==> src/rtl/ecc_pkg.sv <==
// Shared types and constants for the RS error corrector.
package ecc_pkg;

   // Segment geometry in codeword bytes
   localparam logic [8:0] SegLen       = 9'd176;
   localparam logic [8:0] ParityPos    = 9'd172;
   localparam logic [8:0] FlagPos      = 9'd160;
   localparam logic [8:0] FlagEnd      = 9'd164;

   // SRAM base address of each segment; segment 2 tail sits after the dropped flag bytes
   localparam logic [8:0] Seg0Base     = 9'd0;
   localparam logic [8:0] Seg1Base     = 9'd172;
   localparam logic [8:0] Seg2Base     = 9'd344;
   localparam logic [8:0] Seg2TailBase = 9'd340;

   localparam logic [5:0] CntMax       = 6'd63;

   typedef enum logic [1:0] {
      CodeClean  = 2'b00,
      CodeOne    = 2'b01,
      CodeTwo    = 2'b10,
      CodeUncorr = 2'b11
   } code_e;

   // Bit layout of the 34-bit decoder result, MSB first
   typedef struct packed {
      code_e      code;
      logic [7:0] loc1;
      logic [7:0] mag1;
      logic [7:0] loc2;
      logic [7:0] mag2;
   } rs_result_t;

   typedef enum logic [2:0] {
      StIdle,
      StRd1,
      StWr1,
      StRd2,
      StWr2,
      StFin
   } state_e;

endpackage

==> src/rtl/ecc_loc2adr.sv <==
// Maps a segment index and codeword location to a page-buffer address.
module ecc_loc2adr
   import ecc_pkg::*;
(
   input  logic [1:0] seg_i,
   input  logic [7:0] loc_i,
   output logic [8:0] adr_o,
   output logic       skip_o,
   output logic       invalid_o
);

   logic [8:0] loc9;

   assign loc9 = {1'b0, loc_i};

   // Parity and flag bytes have no SRAM home; out-of-range locations are invalid
   always_comb begin
      adr_o     = '0;
      skip_o    = 1'b0;
      invalid_o = 1'b0;
      if (loc9 >= SegLen) begin
         invalid_o = 1'b1;
      end else if (loc9 >= ParityPos) begin
         skip_o = 1'b1;
      end else begin
         unique case (seg_i)
            2'd0: adr_o = Seg0Base + loc9;
            2'd1: adr_o = Seg1Base + loc9;
            2'd2: begin
               if (loc9 < FlagPos) begin
                  adr_o = Seg2Base + loc9;
               end else if (loc9 < FlagEnd) begin
                  skip_o = 1'b1;
               end else begin
                  adr_o = Seg2TailBase + loc9;
               end
            end
            default: invalid_o = 1'b1;
         endcase
      end
   end

endmodule

==> src/rtl/ecc_corrector.sv <==
// Applies RS decode results to the page buffer by read-modify-write and keeps page stats.
module ecc_corrector
   import ecc_pkg::*;
(
   input  logic        clk_i,
   input  logic        reset_i,
   input  logic        page_start_i,
   input  logic        rs_done_i,
   input  logic [33:0] rs_results_i,
   input  logic [1:0]  seg_idx_i,
   output logic [8:0]  mem_adrs_o,
   output logic        mem_cen_o,
   output logic        mem_wen_o,
   output logic [7:0]  mem_di_o,
   input  logic [7:0]  mem_do_i,
   output logic        busy_o,
   output logic        seg_done_o,
   output logic [7:0]  status_o
);

   state_e     state_q, state_d;
   rs_result_t res_q, res_d, cur_res;
   logic [1:0] seg_q, seg_d, cur_seg;
   logic       uncorr_q, uncorr_d;
   logic       overrun_q, overrun_d;
   logic       seg_done_q, seg_done_d;
   logic [5:0] err_cnt_q, err_cnt_d;
   logic [1:0] cnt_inc;
   logic [6:0] cnt_sum;
   logic [8:0] adr1, adr2;
   logic       skip1, skip2, inv1, inv2;
   logic       bad;

   // Decode the live result while idle so the first step is chosen on the rsDone cycle
   assign cur_res = (state_q == StIdle) ? rs_result_t'(rs_results_i) : res_q;
   assign cur_seg = (state_q == StIdle) ? seg_idx_i : seg_q;

   ecc_loc2adr u_map1 (
      .seg_i     (cur_seg),
      .loc_i     (cur_res.loc1),
      .adr_o     (adr1),
      .skip_o    (skip1),
      .invalid_o (inv1)
   );

   ecc_loc2adr u_map2 (
      .seg_i     (cur_seg),
      .loc_i     (cur_res.loc2),
      .adr_o     (adr2),
      .skip_o    (skip2),
      .invalid_o (inv2)
   );

   // A result is unusable if any error it claims is out of range, zero, or duplicated
   always_comb begin
      bad = 1'b0;
      if (cur_res.code == CodeOne) begin
         bad = inv1 || (cur_res.mag1 == 8'd0);
      end else if (cur_res.code == CodeTwo) begin
         bad = inv1 || inv2 || (cur_res.mag1 == 8'd0) || (cur_res.mag2 == 8'd0) ||
               (cur_res.loc1 == cur_res.loc2);
      end
   end

   // Sequencing, SRAM port drive and sticky status updates
   always_comb begin
      state_d    = state_q;
      res_d      = res_q;
      seg_d      = seg_q;
      uncorr_d   = uncorr_q;
      overrun_d  = overrun_q;
      seg_done_d = 1'b0;
      cnt_inc    = 2'd0;
      mem_adrs_o = '0;
      mem_cen_o  = 1'b1;
      mem_wen_o  = 1'b1;
      mem_di_o   = '0;

      unique case (state_q)
         StIdle: begin
            if (rs_done_i) begin
               res_d = cur_res;
               seg_d = cur_seg;
               unique case (cur_res.code)
                  CodeClean: state_d = StFin;
                  CodeUncorr: begin
                     uncorr_d = 1'b1;
                     state_d  = StFin;
                  end
                  default: begin
                     if (bad) begin
                        uncorr_d = 1'b1;
                        state_d  = StFin;
                     end else if (!skip1) begin
                        state_d = StRd1;
                     end else if (cur_res.code == CodeTwo) begin
                        // Skipped error still counts; both may be skipped at once
                        cnt_inc = skip2 ? 2'd2 : 2'd1;
                        state_d = skip2 ? StFin : StRd2;
                     end else begin
                        cnt_inc = 2'd1;
                        state_d = StFin;
                     end
                  end
               endcase
            end
         end
         StRd1: begin
            mem_adrs_o = adr1;
            mem_cen_o  = 1'b0;
            state_d    = StWr1;
         end
         StWr1: begin
            mem_adrs_o = adr1;
            mem_cen_o  = 1'b0;
            mem_wen_o  = 1'b0;
            mem_di_o   = mem_do_i ^ res_q.mag1;
            if (res_q.code == CodeTwo) begin
               cnt_inc = skip2 ? 2'd2 : 2'd1;
               state_d = skip2 ? StFin : StRd2;
            end else begin
               cnt_inc = 2'd1;
               state_d = StFin;
            end
         end
         StRd2: begin
            mem_adrs_o = adr2;
            mem_cen_o  = 1'b0;
            state_d    = StWr2;
         end
         StWr2: begin
            mem_adrs_o = adr2;
            mem_cen_o  = 1'b0;
            mem_wen_o  = 1'b0;
            mem_di_o   = mem_do_i ^ res_q.mag2;
            cnt_inc    = 2'd1;
            state_d    = StFin;
         end
         StFin: begin
            seg_done_d = 1'b1;
            state_d    = StIdle;
         end
         default: state_d = StIdle;
      endcase

      if ((state_q != StIdle) && rs_done_i) begin
         overrun_d = 1'b1;
      end

      // Page restart overrides everything, including a same-cycle rsDone
      if (page_start_i) begin
         state_d    = StIdle;
         uncorr_d   = 1'b0;
         overrun_d  = 1'b0;
         seg_done_d = 1'b0;
      end
   end

   // Saturating error counter, cleared at page start
   always_comb begin
      cnt_sum   = {1'b0, err_cnt_q} + {5'd0, cnt_inc};
      err_cnt_d = (cnt_sum > {1'b0, CntMax}) ? CntMax : cnt_sum[5:0];
      if (page_start_i) begin
         err_cnt_d = '0;
      end
   end

   // State and status registers
   always_ff @(posedge clk_i or posedge reset_i) begin
      if (reset_i) begin
         state_q    <= StIdle;
         res_q      <= '0;
         seg_q      <= '0;
         uncorr_q   <= 1'b0;
         overrun_q  <= 1'b0;
         seg_done_q <= 1'b0;
         err_cnt_q  <= '0;
      end else begin
         state_q    <= state_d;
         res_q      <= res_d;
         seg_q      <= seg_d;
         uncorr_q   <= uncorr_d;
         overrun_q  <= overrun_d;
         seg_done_q <= seg_done_d;
         err_cnt_q  <= err_cnt_d;
      end
   end

   assign busy_o     = (state_q != StIdle);
   assign seg_done_o = seg_done_q;
   assign status_o   = {uncorr_q, overrun_q, err_cnt_q};

endmodule
==> config.mk <==
export PLATFORM = sky130hd
export DESIGN_NAME = ecc_corrector
export DESIGN_NICKNAME = d
export VERILOG_FILES = /design/src/rtl/ecc_pkg.sv /design/src/rtl/ecc_loc2adr.sv /design/src/rtl/ecc_corrector.sv
export SDC_FILE = /design/constraint.sdc
export NUM_CORES = 1
export LEC_CHECK = 0
export ABC_AREA = 1
export CORE_ASPECT_RATIO = 0.6
export CORE_MARGIN = 2
export CORE_UTILIZATION = 30
export CTS_BUF_LIST = sky130_fd_sc_hd__clkbuf_16
export DETAILED_ROUTE_END_ITERATION = 8
export GPL_TIMING_DRIVEN = 0
export PLACE_DENSITY = 0.49
export SYNTH_ARGS = -nofsm -noshare
export SYNTH_HDL_FRONTEND = slang
export SYNTH_SLANG_ARGS = --single-unit
==> constraint.sdc <==
create_clock -name clk_i -period 4.2 [get_ports clk_i]
set_input_delay 0.84 -clock clk_i [delete_from_list [all_inputs] [get_ports clk_i]]
set_output_delay 0.84 -clock clk_i [all_outputs]
set_load 0.005 [all_outputs]
Word-level counts from Yosys, hierarchy flattened
Cells that the tools add are included.
- register bits: 48
- bits of input ports: 48
- output and inout bits: 29
- word-level logic and storage cells: 128
- $add $sub $neg: 7
- order comparisons: 9
- equal/unequal tests: 14
- multiplexer cells: 61
- bitwise operators: 2
- reductions and logical operators: 24
- operators with widths (kind ; number):
    9-bit 2-to-1 mux ; 8
    9-bit case mux with 3 select lines ; 2
    9-bit by 8-bit adder with 9-bit output (first input constant) ; 4
    34-bit 2-to-1 mux ; 1
    8-bit greater-or-equal comparator (second input constant) ; 4
    8-bit less-than comparator (second input constant) ; 4
    1-bit 2-to-1 mux ; 27
    3-bit 2-to-1 mux ; 8
    8-bit by 8-bit adder with 9-bit output (first input constant) ; 2
    9-bit case mux with 2 select lines ; 1
    8-bit zero test ; 2
    2-bit 2-to-1 mux ; 8
    8-bit case mux with 2 select lines ; 1
    8-bit XOR ; 2
    3-bit case mux with 5 select lines ; 1
    6-bit 2-to-1 mux ; 2
    2-bit equality test (second input constant) ; 4
    8-bit equality test ; 1
    2-bit OR reduction ; 4
    6-bit by 2-bit adder with 7-bit output ; 1
    7-bit by 6-bit > comparator with 1-bit output (second input constant) ; 1
    3-bit by 2-bit equality test with 1-bit output (second input constant) ; 2
    3-bit equality test (second input constant) ; 2
    2-bit case mux with 3 select lines ; 1
    15 further kinds ; 24

Logic depth before layout (Yosys ltp)
- depth after elaboration: 21
- gate-level depth with buffers: 24
- depth with buffers taken out: 23

Cells and area by module
From an unflattened synthesis, not the netlist that was laid out.
- cell total of the unflattened synthesis: 677
- area, all modules: 4399.2 µm²
- modules (own cells, without submodules) (module ; instances ; cells each ; area an instance (µm²) ; sequential area each (µm²)):
    ecc_corrector ; 1 ; 455 ; 3160.5 ; 1201.2
    ecc_loc2adr ; 2 ; 111 ; 619.3 ; 0.0

Worst setup path after synthesis
OpenSTA, ideal clock, no wires.
- kind: reg-to-reg
- start: reg state_q[0]
- end: reg err_cnt_q[3]
- setup time: 122 ps
- data arrival time: 3041 ps
- required time: 4078 ps
- slack: 1037 ps
- stages on the path, launching flop included: 20
- buffers on the path: 2
- period minus slack after synthesis: 3163 ps
- cell sequence: dfrtp_1 > nor2_8 > nand2_8 > buf_4 > buf_4 > o21ai_0 > inv_1 > ha_1 > inv_1 > nand2_1 > nand2_1 > a21oi_1 > nand3b_1 > nand2_1 > ha_1 > fa_1 > nand3_1 > nand3b_1 > o21a_1 > nor2_1
- RTL lines (element ; line ; text):
    start, declared ; ecc_corrector.sv:21 ; state_e state_q, state_d;
    start signal, assigned ; ecc_corrector.sv:171 ; state_q <= StIdle;
    start signal, assigned ; ecc_corrector.sv:179 ; state_q <= state_d;
    end signal, assigned ; ecc_corrector.sv:185 ; err_cnt_q <= err_cnt_d;
    end, declared ; ecc_corrector.sv:27 ; logic [5:0] err_cnt_q, err_cnt_d;

==> results.txt <==
FF+latch count, synth -> 48
count of flip-flops with a built-in enable after synthesis -> 0
most frequent cell after synthesis -> nand2_1
number of antenna diodes -> 0
share of layout cells above drive strength 1 -> 10.61%
Via Count -> 4,385
Clock Skew -> 0.004505 ns
Starting Density -> 31.12%
initial antenna violation count -> 0
Max IR drop VDD -> 0.0002638 V
Post-Syn Area -> 4049 um2
slew margin rel. -> 43.19%
GRT overflow -> 0
fin nets -> 765
Core Area -> 13,010 um2
Hold Vio Cnt, Final -> 0
Syn Nets -> 674
first-pass GRT wire length -> 22,180 um
pwr dens -> 825.0 nW/um2
# IOs -> 77
fillers -> 1,387
die height -> 93.99 um
Hold Path Class -> reg -> reg
number of port buffers -> 75
sequential area share after synthesis -> 29.67%
hold bufs inserted after CTS -> 0
all-layer global routing usage -> 20.02%
Non-Filler Instances -> 877
crit path time final -> 4.070 ns
# DRC -> 0
pin count of the biggest net entering global routing -> 34
worst setup path endpoint -> mem_adrs_o[0]
RD Place Congestion -> 0.9414
Setup crit end kind -> primary output
routed wire length -> 14,240 um
DPL Wire Length -> 11,240 um
synth cell count leaders -> 170 x nand2_1, 82 x inv_1, 60 x o21ai_0
WP data arrival -> 3.23 ns
asr flop ratio synth -> 100.0%
Syn Inst Count -> 615
CTS buffer count -> 5
CTS tree -> built
# Max-Cap Violations -> 0
Setup crit start kind -> input port
Die W -> 154.0 um
Synth Warn # -> 0
crit path kind -> in -> out
worst flop-to-flop path endpoint -> err_cnt_q[3]
slew of the pin with the lowest slew margin -> 0.8490 ns
post-route ant nets -> 0
outcome -> complete, no violations
vias in the first global route -> 3,997
Critical Path RT -> 3.36 ns
routed len/inst -> 16.24 um
Cell Area, Placed -> 5032 um2
CP startpoint -> rs_results_i[10]
Reg2Reg Setup Slack -> 0.50 ns
Starting DRT DRC Count -> 339
via/cell ratio -> 5.000
clk_lat worst skew -> 0.29 ns
Layout area overhead -> 30.93%
Tot Pwr -> 4.374 mW
Primary FF master, synth -> dfrtp_1
Worst Reg-to-Reg Cells -> 19
DRT Pass-1 Iters -> 5
final setup fails -> 0
final worst slack -> 0.1298 ns
FP Rows -> 32
H-tree depth -> 2
Static Leak -> 2.573 nW
syn avg cell area -> 6.584 um2
clk buf depth -> 2
TritonCTS Sinks -> 48
max frequency -> 0.2457 GHz
die area -> 14,470 um2
clock-pin slew on the worst setup and hold paths -> 0.07 ns
worst r2r src -> state_q[1]
design area -> 5301 um2
synth unique cells -> 45
Final Slew Violations -> 0
RSZ-0062 raised after global routing -> yes
top cells by area, synth -> dfrtp_1 30%, nand2_1 16%, inv_1 7.6%
fin crit share -> 96.91%
root buffer cell -> clkbuf_16
area leader, netlist -> dfrtp_1
pre-CTS setup slack -> -0.04382 ns
Placed Cells -> 861
CP max FO -> 5
Synth top area share -> 29.67%
==> power breakdown <==
part	leakage [nW]	switching (mW)	internal, mW
Combinational	1.91	2.04	1.13
Clock	0.0687	0.188	0.217
Sequential	0.596	0.144	0.652
Total	2.57	2.38	2.00
==> cell type report <==
cell class	instances	area [um2]	area share [%]
plain buffers	19	123.9	2.337
clock buffers	5	125.1	2.360
clock inverters	3	15.01	0.2832
inverters	92	352.8	6.656
multi-input cells	456	2437	45.98
flip-flops and latches	48	1201	22.66
well taps	170	212.7	4.012
repair buffers	84	833.3	15.72
==> stage by stage <==
step / hold slack [ns] / util [%] / TNS, ns
finish: 0.4884 / 40.74 / 0
global route: 0.5236 / 40.74 / -0.06335
CTS: 0.4923 / 39.79 / 0
detailed placement: 0.4751 / 38.67 / -0.07635
global placement: 0.4686 / 38.52 / 0
floorplan: 0.4530 / - / 0
==> cells by family (layout without fill, tap and decap cells) <==
family                     after synthesis  count (layout)  share of synthesized area, %
adders and majority gates               11              11                         3.585
muxes                                    2               2                        0.4945
xor gates and xnor gates                13              13                         2.812
DFF                                     48              48                         29.67
and+or+nand+nor                        292             292                         32.42
AOI/OAI and AO/OA                      138             138                         19.47
buffers and inverters                  111             203                         11.56
==> registers in the layout (all words and copies together) (netlist names) <==
register / cells
uncorr_q: 1
state_q: 3
overrun_q: 1
seg_q: 2
err_cnt_q: 6
res_q: 34
seg_done_o: 1
==> critical path, stage by stage <==
cell and delay (ns):
clkdlybuf4s50_1 0.45, nand3_1 0.12, nand2_2 0.07, ha_1 0.20, inv_1 0.07, nand3_1 0.09, nand2_2 0.12, inv_1 0.10
nor3_4 0.25, inv_2 0.10, a21oi_4 0.17, nand3_1 0.09, nand2_1 0.07, clkdlybuf4s50_1 0.49
==> how the worst min path moves through the flow <==
stage	from	to	slack (ns)	cells after the start
2_1_floorplan	res_q[13]	res_q[13]	0.45	2
3_3_place_gp	res_q[14]	res_q[14]	0.47	2
3_5_place_dp	res_q[24]	res_q[24]	0.48	2
4_1_cts	res_q[24]	res_q[24]	0.49	2
5_1_grt	overrun_q	overrun_q	0.52	2
6_report	res_q[24]	res_q[24]	0.49	2
==> routing by layer <==
| metal | track usage [%] | vias to the layer above | wire length [um] |
|---|---|---|---|
| li1 | - | 2156 | - |
| met1 | 31.77 | 2041 | 7697 |
| met2 | 27.35 | 177 | 5328 |
| met3 | 4.428 | 11 | 1098 |
| met4 | 3.115 | 0 | 118 |
| met5 | 0 | - | 0 |
==> repair_timing <==
| item | CTS | global route |
|---|---|---|
| gates resized for setup | 2 | 18 |
| pin swaps | 0 | 6 |
| endpoints found under the setup margin | 2 | 9 |
| buffers inserted | 0 | 8 |
==> placed cells by master (no fill, tap or decap), drive strengths merged, types with 5 or more instances in the layout <==
| cell type | n |
|---|---|
| o21ai | 78 |
| nor2 | 52 |
| buf | 19 |
| clkdlybuf4s50 | 74 |
| clkbuf | 14 |
| nor4 | 5 |
| ha | 10 |
| nand3 | 45 |
| xor2 | 12 |
| a21oi | 44 |
| inv | 93 |
| dfrtp | 48 |
| nand2 | 181 |
Note: power is estimated with default switching activity, not from simulation.
==> RTL change: new RTL, config.mk and constraints unchanged <==
Re-encode `state_e` (6 states) as one-hot, 6 bits wide.
--- a/src/rtl/ecc_pkg.sv
+++ b/src/rtl/ecc_pkg.sv
@@ -32,11 +32,11 @@
    } rs_result_t;
 
-   typedef enum logic [2:0] {
-      StIdle,
-      StRd1,
-      StWr1,
-      StRd2,
-      StWr2,
-      StFin
+   typedef enum logic [5:0] {
+      StIdle = 6'b000001,
+      StRd1  = 6'b000010,
+      StWr1  = 6'b000100,
+      StRd2  = 6'b001000,
+      StWr2  = 6'b010000,
+      StFin  = 6'b100000
    } state_e;
 
Function: same outputs for any inputs over 10 cycles, from zero or initial values and one cycle with reset_i high; not proved beyond that.
==> RTL change against the original RTL <==
- sequential cell count up 3
- wire length decreased by 1.4%
- combinational power is 13% higher
- cell area increased by 3.2%
- worst hold slack worse by 5.4 ps
- global-route usage decreased by 0.26 points
- total power rose by 8.7%
- worst setup slack lost 14 ps
- synthesized cell count up 0.16%
- critical path depth stayed put
- synthesized area rose by 2.0%
- die area is 1.9% higher
- clock skew increased by 1.3 ps
- critical path type unchanged
==> RTL change: results (changes against the original RTL) <==
- Post-Syn Nets: 679 (was 674)
- Global placer's final weighted congestion: 0.946 (was 0.941)
- Gr usage total: 19.8% (was 20.0%)
- CTS buffer count: 5 (unchanged)
- Mapped Cells: 616 (was 615)
- Maximum VDD drop: 0.000285 V (was 0.000264 V)
- Slowest stage cell, crit path: clkdlybuf4s50_1 (unchanged)
- Max Fanout on Critical Path: 7 (was 5)
- Fillcell total: 1443 (was 1387)
- Delay-heaviest family, CP: buffers and inverters (unchanged)
- Pre-CTS WS: -257 ps (was -43.8 ps)
- Synth cell count leaders: 182 x nand2_1, 74 x inv_1, 63 x o21ai_0 (was 170 x nand2_1, 82 x inv_1, 60 x o21ai_0)
- Port bufs: 76 (was 75)
- Clock skew: 5.81 ps (was 4.51 ps)
- Layout cells sized above 1: 12.9% (was 10.6%)
- Netlist cell types: 46 (was 45)
- CP arrival: 3240 ps (was 3230 ps)
- Rows: 33 (was 32)
- Final wirelength: 14000 um (was 14200 um)
- Ys flop type: dfrtp_1 (unchanged)
- Via/cell ratio: 5.01 (was 5.00)
- Placed cell area: 5130 um2 (was 5030 um2)
- P_leak: 2.61 nW (was 2.57 nW)
- Storage element area: 1280 um2 (was 1200 um2)
- Initial drt markers: 313 (was 339)
- Ant. Diodes: 0 (unchanged)
- Largest register by flop count: res_q (unchanged)
- Top Registers: res_q: 34 flops, err_cnt_q: 6 flops, state_q: 6 flops (was res_q: 34 flops, err_cnt_q: 6 flops, state_q: 3 flops)
- Status: finished, final reports clean (unchanged)
- Normalized max-slew margin: 53.5% (was 43.2%)
- Sequential area share after synthesis: 30.9% (was 29.7%)
- Vias in the first global route: 4174 (was 3997)
- Most area-consuming cells after synthesis: dfrtp_1 30%, nand2_1 17%, o21ai_0 7.6% (was dfrtp_1 30%, nand2_1 16%, inv_1 7.6%)
- First-pass GRT wire length: 22400 um (was 22200 um)
- Wire length per cell: 15.8 um (was 16.2 um)
- Dpl hpwl: 10900 um (was 11200 um)
- Final nets: 774 (was 765)
- Post-Place Cells: 868 (was 861)
[RTL change: cells by family (layout without fill, tap and decap cells)]
logic type	Yosys count	after routing	share of synthesized area, %
fa+ha+maj	15	15	4.73
flops	51	51	30.9
buf+inv	100	196	10.0
compound gates	129	129	18.0
xor+xnor	19	19	4.03
simple gates	302	302	32.3
[RTL change: power breakdown]
group          total (mW)  switching [mW]  leakage, nW  internal (mW)
Clock               0.407           0.189       0.0726          0.218
Combinational        3.57            2.35         1.89           1.23
Sequential          0.774          0.0886        0.646          0.685
Total                4.75            2.62         2.61           2.13
[RTL change: final timing paths]
| path | from | endpoint | slack [ps] | cells past startpoint |
|---|---|---|---|---|
| worst min register to register | state_q[4] | seg_done_o | 480 | 1 |
| max in group asynchronous | reset_i | state_q[0] | 2720 | 3 |
| min in group asynchronous | reset_i | res_q[23] | 870 | 2 |
| worst min-delay path | state_q[4] | seg_done_o | 480 | 1 |
| worst max-delay path | rs_results_i[14] | mem_adrs_o[6] | 120 | 14 |
| worst max register to register | state_q[0] | err_cnt_q[5] | 370 | 20 |
[RTL change: per-layer routing]
metal | up-vias | GRT usage, % | part of all wire, %
li1 | 2194 | - | -
met1 | 2074 | 30.9 | 54
met2 | 163 | 28.4 | 39
met3 | 9 | 3.49 | 6.9
met4 | 0 | 2.91 | 0.55
met5 | - | 0 | 0
[RTL change: cell type report]
class                      instances  area share, %
buffer                            19           2.26
clock inverter                     3          0.297
multi-input combinational        465           46.1
clock buffer                       5           2.29
inverter                          81           5.70
sequential                        51           23.4
tap                              175           4.00
timing repair buffer              88           16.0
[RTL change: what timing repair did]
action | 4_1_cts | 5_1_grt
endpoints found under the setup margin | 8 | 9
pin swaps | 4 | 1
gates resized for setup | 10 | 27
hold endpoints to repair | 0 | 0
buffers inserted | 3 | 8
hold buffers | 0 | 0
